--- src/rtl/free_list_ckpt.sv ---
// Multi-lane physical-register free list: circular queue of free preg tags with
// rename-side allocate lanes, commit-side release lanes and branch checkpoints.
module free_list_ckpt #(
  parameter int PREG_BITS  = 6,
  parameter int DEPTH_BITS = 5,
  parameter int NUM_ARCH   = 32,
  parameter int NALLOC     = 2,
  parameter int NFREE      = 2,
  parameter int NCKPT      = 4,
  localparam int CKPT_BITS = $clog2(NCKPT)
) (
  input  logic                             clk,
  input  logic                             rst,
  input  logic [NALLOC-1:0]                alloc_req,
  output logic                             alloc_ready,
  output logic [NALLOC-1:0][PREG_BITS-1:0] alloc_preg,
  input  logic [NFREE-1:0]                 free_valid,
  input  logic [NFREE-1:0][PREG_BITS-1:0]  free_preg,
  input  logic                             ckpt_save,
  input  logic [CKPT_BITS-1:0]             ckpt_save_id,
  input  logic                             ckpt_restore,
  input  logic [CKPT_BITS-1:0]             ckpt_restore_id,
  input  logic                             flush,
  output logic [DEPTH_BITS:0]              free_count,
  output logic                             overflow_err
);

  localparam int DEPTH = 1 << DEPTH_BITS;

  typedef logic [DEPTH_BITS:0] ptr_t;

  logic [PREG_BITS-1:0] mem [DEPTH];
  ptr_t                 slot [NCKPT];
  ptr_t                 rd_ptr, wr_ptr;
  ptr_t                 rd_ptr_next, wr_ptr_next, rd_ptr_d;
  ptr_t                 alloc_cnt, free_cnt, taken, count_after_alloc;
  ptr_t                 alloc_idx;
  ptr_t                 free_idx [NFREE];
  logic [DEPTH_BITS+1:0] count_total;
  logic                 free_ovf;
  logic                 save_en;

  assign free_count  = wr_ptr - rd_ptr;
  assign alloc_ready = (free_count >= ptr_t'(NALLOC)) && !flush && !ckpt_restore;

  // Lane k reads the entry offset by the number of requesting lanes below it.
  always_comb begin
    // NOTE: every always_comb output gets a default first so no path leaves a latch.
    alloc_cnt  = '0;
    alloc_idx  = '0;
    alloc_preg = 'x;
    for (int k = 0; k < NALLOC; k++) begin
      if (alloc_req[k]) begin
        alloc_idx     = rd_ptr + alloc_cnt;
        alloc_preg[k] = mem[alloc_idx[DEPTH_BITS-1:0]];
        alloc_cnt     = alloc_cnt + ptr_t'(1);
      end
    end
  end

  always_comb begin
    free_cnt = '0;
    for (int j = 0; j < NFREE; j++) begin
      free_idx[j] = wr_ptr + free_cnt;
      if (free_valid[j]) free_cnt = free_cnt + ptr_t'(1);
    end
  end

  // Frees that would push the pool past DEPTH are dropped and flagged.
  always_comb begin
    taken             = alloc_ready ? alloc_cnt : '0;
    count_after_alloc = free_count - taken;
    count_total       = {1'b0, count_after_alloc} + {1'b0, free_cnt};
    free_ovf          = count_total > (DEPTH_BITS+2)'(DEPTH);
    wr_ptr_next       = wr_ptr + (free_ovf ? ptr_t'(0) : free_cnt);
    rd_ptr_next       = rd_ptr + taken;
    save_en           = ckpt_save && !flush && !ckpt_restore;
    if (flush)             rd_ptr_d = wr_ptr_next - ptr_t'(DEPTH);
    else if (ckpt_restore) rd_ptr_d = slot[ckpt_restore_id];
    else                   rd_ptr_d = rd_ptr_next;
  end

  always_ff @(posedge clk) begin
    if (rst) begin
      rd_ptr       <= '0;
      wr_ptr       <= ptr_t'(DEPTH);
      overflow_err <= 1'b0;
      // NOTE: the tag queue is reset on purpose: its contents are the initial free pool.
      for (int i = 0; i < DEPTH; i++) mem[i] <= PREG_BITS'(NUM_ARCH + i);
      for (int c = 0; c < NCKPT; c++) slot[c] <= '0;
    end else begin
      rd_ptr <= rd_ptr_d;
      wr_ptr <= wr_ptr_next;
      if (free_ovf) overflow_err <= 1'b1;
      if (!free_ovf) begin
        for (int j = 0; j < NFREE; j++) begin
          if (free_valid[j]) mem[free_idx[j][DEPTH_BITS-1:0]] <= free_preg[j];
        end
      end
      if (save_en) slot[ckpt_save_id] <= rd_ptr_next;
    end
  end

endmodule

--- config.mk ---
export PLATFORM = sky130hd
export DESIGN_NAME = free_list_ckpt
export DESIGN_NICKNAME = d
export VERILOG_FILES = /design/src/rtl/free_list_ckpt.sv
export SDC_FILE = /design/constraint.sdc
export NUM_CORES = 1
export LEC_CHECK = 0
export ABC_AREA = 1
export CORE_MARGIN = 2
export CORE_UTILIZATION = 45
export CTS_CLUSTER_SIZE = 14
export DETAILED_ROUTE_END_ITERATION = 10
export PLACE_DENSITY = 0.65
export SYNTH_ARGS = -nofsm -noshare
export SYNTH_HDL_FRONTEND = slang
export SYNTH_SLANG_ARGS = --single-unit
export TNS_END_PERCENT = 100
--- constraint.sdc ---
create_clock -name clk -period 7.3 [get_ports clk]
set_input_delay 0.73 -clock clk [delete_from_list [all_inputs] [get_ports clk]]
set_output_delay 0.73 -clock clk [all_outputs]
set_load 0.01 [all_outputs]
# After elaboration in Yosys (flattened, before gate mapping)
# Memories as Yosys holds them, arrays and structs flattened. A register that Yosys moved wholly into a read port is not among the register bits.
# Index checks and enable logic that the tools add are counted.
[classes]
n_addsub = 10
order_cmp = 2
n_reduce_logical = 9
mux = 33
[ops]
columns = ["operator", "n"]
rows = [
  ["6-bit 2-to-1 mux", 11],
  ["1-bit 2-to-1 mux", 18],
  ["6-bit OR reduction", 3],
  ["5-bit 2-to-1 mux", 3],
  ["6-bit by 1-bit adder with 6-bit output, second input constant", 2],
  ["6-bit adder", 2],
  ["6-bit subtractor", 2],
  ["5-bit adder", 2],
  ["6-bit by 6-bit adder with 7-bit output", 1],
  ["7-bit by 6-bit > comparator with 1-bit output, second input constant", 1],
  ["6-bit by 2-bit greater-or-equal comparator with 1-bit output, second input constant", 1],
  ["6-bit subtractor, second input constant", 1],
  ["1-bit logical AND", 4],
  ["1-bit zero test", 2],
  ["2-bit 2-to-1 mux", 1],
]
[word_totals]
inputBits = 25
mem_count = 2
ramBits = 216
register_bits = 13
[memory_table]
columns = ["name", "words", "word_bits", "read_ports", "rd_clocked_by_memory_dff", "write_ports", "line", "rtl"]
rows = [
  ["mem", 32, 6, 2, 1, 32, "32", "logic [PREG_BITS-1:0] mem [DEPTH];"],
  ["slot", 4, 6, 1, 0, 4, "33", "ptr_t slot [NCKPT];"],
]

# Longest topological paths before layout
# Gate-level depths: netlist of the first run.
[logic_depth]
ltp_word = 13
mapped_depth = 40
depth_no_buf = 37

# Least setup slack after synthesis of the first run
# OpenSTA, ideal clock, no wires.
[synth_timing]
path_type = "register to register"
startpoint = "register rd_ptr[1]"
endpoint = "register rd_ptr[4]"
t_arrival_ns = 5.867
synth_period_minus_slack_ns = 5.924
stages_incl_launch_ff = 39
t_required_ns = 7.243
path_slack_ns = 1.376
n_path_buf = 4
cell_sequence = "dfxtp_1 -> clkbuf_1 -> clkbuf_1 -> clkbuf_1 -> inv_1 -> ha_1 -> nand3_1 -> nand3_1 -> nand2_1 -> inv_1 -> nor3_1 -> nand3_1 -> nand2_1 -> nor2_1 -> ha_1 -> fa_1 -> inv_1 -> fa_1 -> [... 3 more ...] -> inv_1 -> nand2_1 -> inv_1 -> nand2_1 -> inv_1 -> a21oi_2 -> buf_2 -> inv_1 -> nor2_1 -> ha_1 -> inv_1 -> fa_1 -> nor2_1 -> xor2_1 -> inv_1 -> o221ai_1 -> nand2_1 -> inv_1"
[synth_via]
elab_chain_len = 12
word_cells_on_any_way = 14
cone_classes = "add/sub: 6; order compare: 2; mux: 4; reduce/logical: 2"
[synth_lines]
columns = ["element", "line", "rtl"]
rows = [
  ["start, declared", "34", "ptr_t rd_ptr, wr_ptr;"],
  ["start signal, assigned", "92", "rd_ptr <= rd_ptr_d;"],
  ["6-bit subtractor *", "43", "assign free_count = wr_ptr - rd_ptr;"],
  ["net free_count[3]", "24", "output logic [DEPTH_BITS:0] free_count,"],
  ["6-bit by 2-bit greater-or-equal comparator with 1-bit output", "44", "assign alloc_ready = (free_count >= ptr_t'(NALLOC)) && !flush && !ckpt_restore;"],
  ["1-bit logical AND (2 in series)", "44", ""],
  ["6-bit 2-to-1 mux", "71", "taken = alloc_ready ? alloc_cnt : '0;"],
  ["6-bit subtractor", "72", "count_after_alloc = free_count - taken;"],
  ["6-bit by 6-bit adder with 7-bit output", "73", "count_total = {1'b0, count_after_alloc} + {1'b0, free_cnt};"],
  ["7-bit by 6-bit > comparator with 1-bit output", "74", "free_ovf = count_total > (DEPTH_BITS+2)'(DEPTH);"],
  ["6-bit 2-to-1 mux", "75", "wr_ptr_next = wr_ptr + (free_ovf ? ptr_t'(0) : free_cnt);"],
  ["6-bit adder", "75", ""],
  ["6-bit subtractor", "78", "if (flush) rd_ptr_d = wr_ptr_next - ptr_t'(DEPTH);"],
  ["6-bit 2-to-1 mux *", "78", ""],
]
# The timed path passes the listed nets; every way through them passes the cells marked *.
# A chain may end at the register's enable or synchronous reset.

==> results.yml, run 1 <==
die:
  start_util_pct: 45.8
  core_um2: 35700
  dieArea_um2: 37800
  io_pins: 45
  fp-row-count: 69
  die_w_um: 194
  die_h_um: 194
routing:
  routed_wl_um: 62400
  firstDrtPassIters: 6
  viasPerCell: 6.32
  route.detailed.drc: 0
  drtIter0Drc: 2317
  vias: 16900
  post_drt_wl_per_cell_um: 23.4
  drtAntennaViolNets: 0
critical_path:
  cp-start-kind: "flip-flop"
  end_kind: "flip-flop"
  critical_path_class: "flip-flop to flip-flop"
  worstPathArrival_ps: 6720
  worstPathRequired_ps: 7480
  cp_max_fo: 19
yosys:
  seq_area_frac_synth_pct: 41.3
  ys.warnings.count: 0
  syn_inst: 2261
  ys_ff_latch: 229
  synth_cell_type_count: 35
  syn_nets: 2310
  netlist_area_um2: 16300
  avgSynthCellArea_um2: 7.22
finish:
  n_antenna_cell: 0
  final_cell_mix: "482 x nand2_1, 364 x nand3_1, 244 x o21ai_0"
  fill_cells: 3421
  drive_above_1_share_pct: 4.57
  syn2layout_area_growth_pct: 9.29
  final_nets: 2240
  final_common_cell: "nand2_1"
  post-route-util_pct: 50.0
pwr:
  leakage_nw: 6.70
  p_int_mw: 3.06
  ir_worst_vdd_mv: 0.298
  clkPwrFrac_pct: 23.3
  swShare_pct: 47.3
  combPwrFrac_pct: 50.0
  p_per_area_nw_per_um2: 325
  p_seq_share_pct: 26.7
  p_switching_mw: 2.75
timing:
  fin_tns_setup_ps: 0
  rsz0062_at_grt: "no"
  clock_skew_ps: 24.1
  fin_crit_ps: 6540
  timing.final.ws_setup_ps: 758
  hold_violations: 0
  max_freq_ghz: 0.153
  tightest_slew_ps: 1230
  maxSlewHeadroom_pct: 18.2
  fin_crit_sh_pct: 89.6
  finalMaxSlewViolations: 0
  setup_viol: 0
place:
  port_buffers: 44
  globalplace.congestion: 0.979
  preCtsSetupSlack_ps: 979
  dp_hpwl_um: 40000
clocking:
  clock_latency_ps: 570
  cts_tree: "yes"
  clockBufferDepth: 3
  cts_made_buffers: 27
  postCtsSetupBuffers: 0
  path_clk_slew_ps: 60
  cts_hold_buf: 0
  root_buffer: "clkbuf_16"
  cts_sinks: 229
  h-tree-depth: 1
  cts_resized: 0
outcome:
  status: "completed"
global_route:
  grt_max_degree: 108
  grt_pass1_vias: 15300
  grt_usage_pct: 32.0
  antenna_found_initial: 0
  grt_pass1_wl_um: 92400
  grt_overflow_total: 0
worst_hold_path:
  hold_path.class: "flip-flop to flip-flop"
run:
  cap_violations: 0
[metrics by stage]
step	instance area (µm²)	std cells	power, mW	hold slack, ps
finish	17800	2672	5.81	492
global route	17800	2672	6.02	520
CTS	17800	2672	5.69	491
detailed placement	17000	2623	4.36	468
global placement	17000	2623	4.32	465
floorplan	16300	2261	3.31	511
[cells in the mapped netlist (all sizes together)]
cell    instances  area [µm²]
nand2         484        1820
nand3         365        1840
o21ai         244        1220
nor2          233         922
edfxtp        216        6490
inv           175         657
clkbuf        146         548
a21oi          98         494
nand4          87         544
o211ai         79         593
buf            33         158
ha             19         238
o22ai          17         106
dfxtp          13         260
xor2           10        87.6
a31oi           7        43.8
a311oi          6        52.6
and3            6        37.5
fa              5         100
clkinv          4        15.0
nor3            4        20.0
xnor2           3        26.3
o221ai          2        17.5
a21o            1        7.51
a22oi           1        7.51
nand3b          1        7.51
o21bai          1        7.51
o22a            1        8.76
[cell families after synthesis]
| family | count (synthesis) | synth area share, % |
|---|---|---|
| flip-flops | 229 | 41.3 |
| adder cells (fa/ha/maj) | 24 | 2.07 |
| AND/OR/NAND/NOR | 1180 | 31.8 |
| buffers and inverters | 358 | 8.44 |
| XOR/XNOR | 13 | 0.697 |
| AO/OA/AOI/OAI | 457 | 15.7 |
[final cells by class]
| cell class | count | area [µm²] | area share (%) |
|---|---|---|---|
| inverter | 179 | 672 | 3.77 |
| multi-input combinational | 1674 | 8270 | 46.4 |
| tap | 461 | 577 | 3.23 |
| clock buffer | 32 | 694 | 3.89 |
| sequential | 229 | 6750 | 37.8 |
| clock inverter | 17 | 168 | 0.940 |
| timing repair buffer | 80 | 711 | 3.98 |
[registers in the layout, indices dropped and copies added, names as in the netlist]
name and cells:
mem 192, slot 24, rd_ptr 6, wr_ptr 6, overflow_err 1
[power by group through the flow]
stage,sequential [mW],combinational (mW),clock [mW]
after detailed placement,1.57,2.78,0
after global placement,1.57,2.75,0
after CTS,1.55,2.79,1.35
final,1.55,2.90,1.36
after floorplan,1.56,1.75,0
after global routing,1.55,3.07,1.40
[worst paths after layout]
check	startpoint	endpoint	slack, ps	cells past startpoint
worst min-delay path	overflow_err	overflow_err	490	2
worst max register to register	rd_ptr[4]	mem[24][0]	760	24
worst max-delay path	rd_ptr[4]	mem[24][0]	760	24
worst min register to register	overflow_err	overflow_err	490	2
[layer usage]
metal / vias up / share of wire [%] / GRT usage (%)
met3: 296 / 12 / 7.44
li1: 7723 / - / -
met5: - / 0 / 0
met2: 1144 / 43 / 49.6
met4: 0 / 6.9 / 18.1
met1: 7712 / 38 / 41.4
[worst max-delay path, cell delays in order (launching register included)]
cell      delay, ps
dfxtp_1         520
inv_1           350
ha_1            470
nand2_1         100
nor2_1          110
nand2_1         100
nand3_1         100
nand2_1          60
nand2_1          90
nand3_1          90
nand2_1          90
nor2_1           60
ha_1            220
fa_1            570
inv_1            80
ha_1            280
a21oi_1          50
nand3b_1        180
inv_1            70
nand3_1         110
a21oi_1         180
nand2_1         130
nand2_2         410
nand3_1         830
o211ai_1        890
Note: power is estimated with default switching activity, not from simulation.
==> run 2: changes to the inputs <==
--- a/config.mk
+++ b/config.mk
@@ -6,7 +6,6 @@
 export NUM_CORES = 1
 export LEC_CHECK = 0
 export ABC_AREA = 1
-export CORE_MARGIN = 2
 export CORE_UTILIZATION = 45
 export CTS_CLUSTER_SIZE = 14
 export DETAILED_ROUTE_END_ITERATION = 10
==> constraint.sdc (replaced) <==
create_clock -name clk -period 6.8 [get_ports clk]
set_input_delay 0.68 -clock clk [delete_from_list [all_inputs] [get_ports clk]]
set_output_delay 0.68 -clock clk [all_outputs]
set_load 0.01 [all_outputs]
==> results.yml, run 2 (synthesis gave the netlist of run 1 again) <==
outcome:
  status: "finished, violations left"
  violations: "DRC"
routing:
  routed_wl_um: 61600
  drtIter0Drc: 2447
  vias: 17000
  drtAntennaViolNets: 0
  firstDrtPassIters: 11
  post_drt_wl_per_cell_um: 23.0
  viasPerCell: 6.33
  route.detailed.drc: 6
finish:
  biggestRegsByFlops: "mem x192, slot x24"
  n_antenna_cell: 0
  seq_area_um2: 6750
  final_nets: 2244
  final_common_cell: "nand2_1"
  syn2layout_area_growth_pct: 9.40
  top_register: "mem"
  largest_register_ffs: 192
  multi_input_area_um2: 8270
  drive_above_1_share_pct: 4.74
  final_cells: 2677
  finish.instance_area_um2: 17900
  fill_cells: 3490
  final_cell_mix: "482 x nand2_1, 364 x nand3_1, 244 x o21ai_0"
die:
  io_pins: 45
  dieArea_um2: 37100
  die_h_um: 192
  die_w_um: 192
  start_util_pct: 45.8
  fp-row-count: 69
  core_um2: 35700
critical_path:
  crit_top_cell: "inv_1"
  critical_path_class: "flip-flop to flip-flop"
  r2r-end: "rd_ptr[4]"
  worstPathRequired_ps: 7310
  r2r_start: "rd_ptr[2]"
  slowest_stage: "ha_1"
  critPathMaxStageDelay_ps: 600
  reg2reg_slack_ps: 520
  end_kind: "flip-flop"
  cp-start-kind: "flip-flop"
  crit_end: "rd_ptr[4]"
  critPathLaunch: "rd_ptr[2]"
  rr_worst_depth: 34
  cp_max_fo: 53
  worstPathArrival_ps: 6790
timing:
  hold_violations: 0
  max_freq_ghz: 0.159
  setup_viol: 0
  tightest_slew_ps: 1310
  rsz0062_at_grt: "no"
  fin_crit_ps: 6280
  fin_crit_sh_pct: 92.3
  clock_skew_ps: 22.5
  fin_tns_setup_ps: 0
  maxSlewHeadroom_pct: 12.8
  finalMaxSlewViolations: 0
clocking:
  cts_hold_buf: 0
  path_clk_slew_ps: 60
  cts_resized: 0
  root_buffer: "clkbuf_16"
  cts_sinks: 229
  postCtsSetupBuffers: 0
  clock_latency_ps: 560
  h-tree-depth: 1
  clockBufferDepth: 3
  cts_tree: "yes"
  cts_made_buffers: 27
pwr:
  p_seq_share_pct: 26.9
  ir_worst_vdd_mv: 0.455
  leakage_nw: 6.72
  p_int_mw: 3.25
  combPwrFrac_pct: 50.2
  p_per_area_nw_per_um2: 346
  clkPwrFrac_pct: 22.9
  p_switching_mw: 2.93
  swShare_pct: 47.4
global_route:
  antenna_found_initial: 0
  grt_pass1_wl_um: 92400
  grt_usage_pct: 33.4
  grt_pass1_vias: 15400
  grt_overflow_total: 0
  grt_max_degree: 92
run:
  cap_violations: 0
place:
  dpl-instance-area_um2: 17000
  dp_cells: 2627
  globalplace.congestion: 1.02
  dp_hpwl_um: 40000
  port_buffers: 44
worst_hold_path:
  hold_path.class: "flip-flop to flip-flop"
## run 2: area by class of cell
type                       instances  share of cell area, %
inverter                         179                   3.76
multi-input combinational       1674                   46.3
tap                              461                   3.23
clock inverter                    18                  0.805
clock buffer                      32                   3.89
sequential                       229                   37.8
timing repair buffer              84                   4.22
## run 2: worst min path at each step
stage | startpoint | end | cells after the start
detailed placement | overflow_err | overflow_err | 2
finish | overflow_err | overflow_err | 2
floorplan | overflow_err | overflow_err | 2
global route | overflow_err | overflow_err | 2
CTS | overflow_err | overflow_err | 2
global placement | overflow_err | overflow_err | 2
## run 2: per-stage QoR
stage	setup WS, ps	utilization (%)	power [mW]	hold slack (ps)
after floorplan	876	-	3.55	511
after global placement	831	47.7	4.61	469
after detailed placement	657	47.7	4.65	467
after CTS	633	50.1	6.04	488
after global routing	82.3	50.1	6.40	519
final	521	50.1	6.18	483
## run 2: power by group through the flow
stage / Clock (mW) / Combinational, mW / Sequential (mW)
after floorplan: 0 / 1.88 / 1.67
after global placement: 0 / 2.92 / 1.69
after detailed placement: 0 / 2.96 / 1.69
after CTS: 1.41 / 2.97 / 1.66
after global routing: 1.46 / 3.27 / 1.67
final: 1.41 / 3.10 / 1.66
## run 2: critical path, delay by kind of cell, from the launching register on
family / cells / cell delay (ps)
AOI/OAI and AO/OA: 2 / 280
xor gates and xnor gates: 1 / 150
adders and majority gates: 5 / 2240
buffers and inverters: 12 / 1830
DFF: 1 / 330
and+or+nand+nor: 14 / 1410
## run 2: per-layer routing
metal / GRT usage, % / wire length (µm)
met1: 43.7 / 22900
met2: 51.1 / 26900
met5: 0 / 0
met3: 7.36 / 7880
met4: 18.4 / 3950
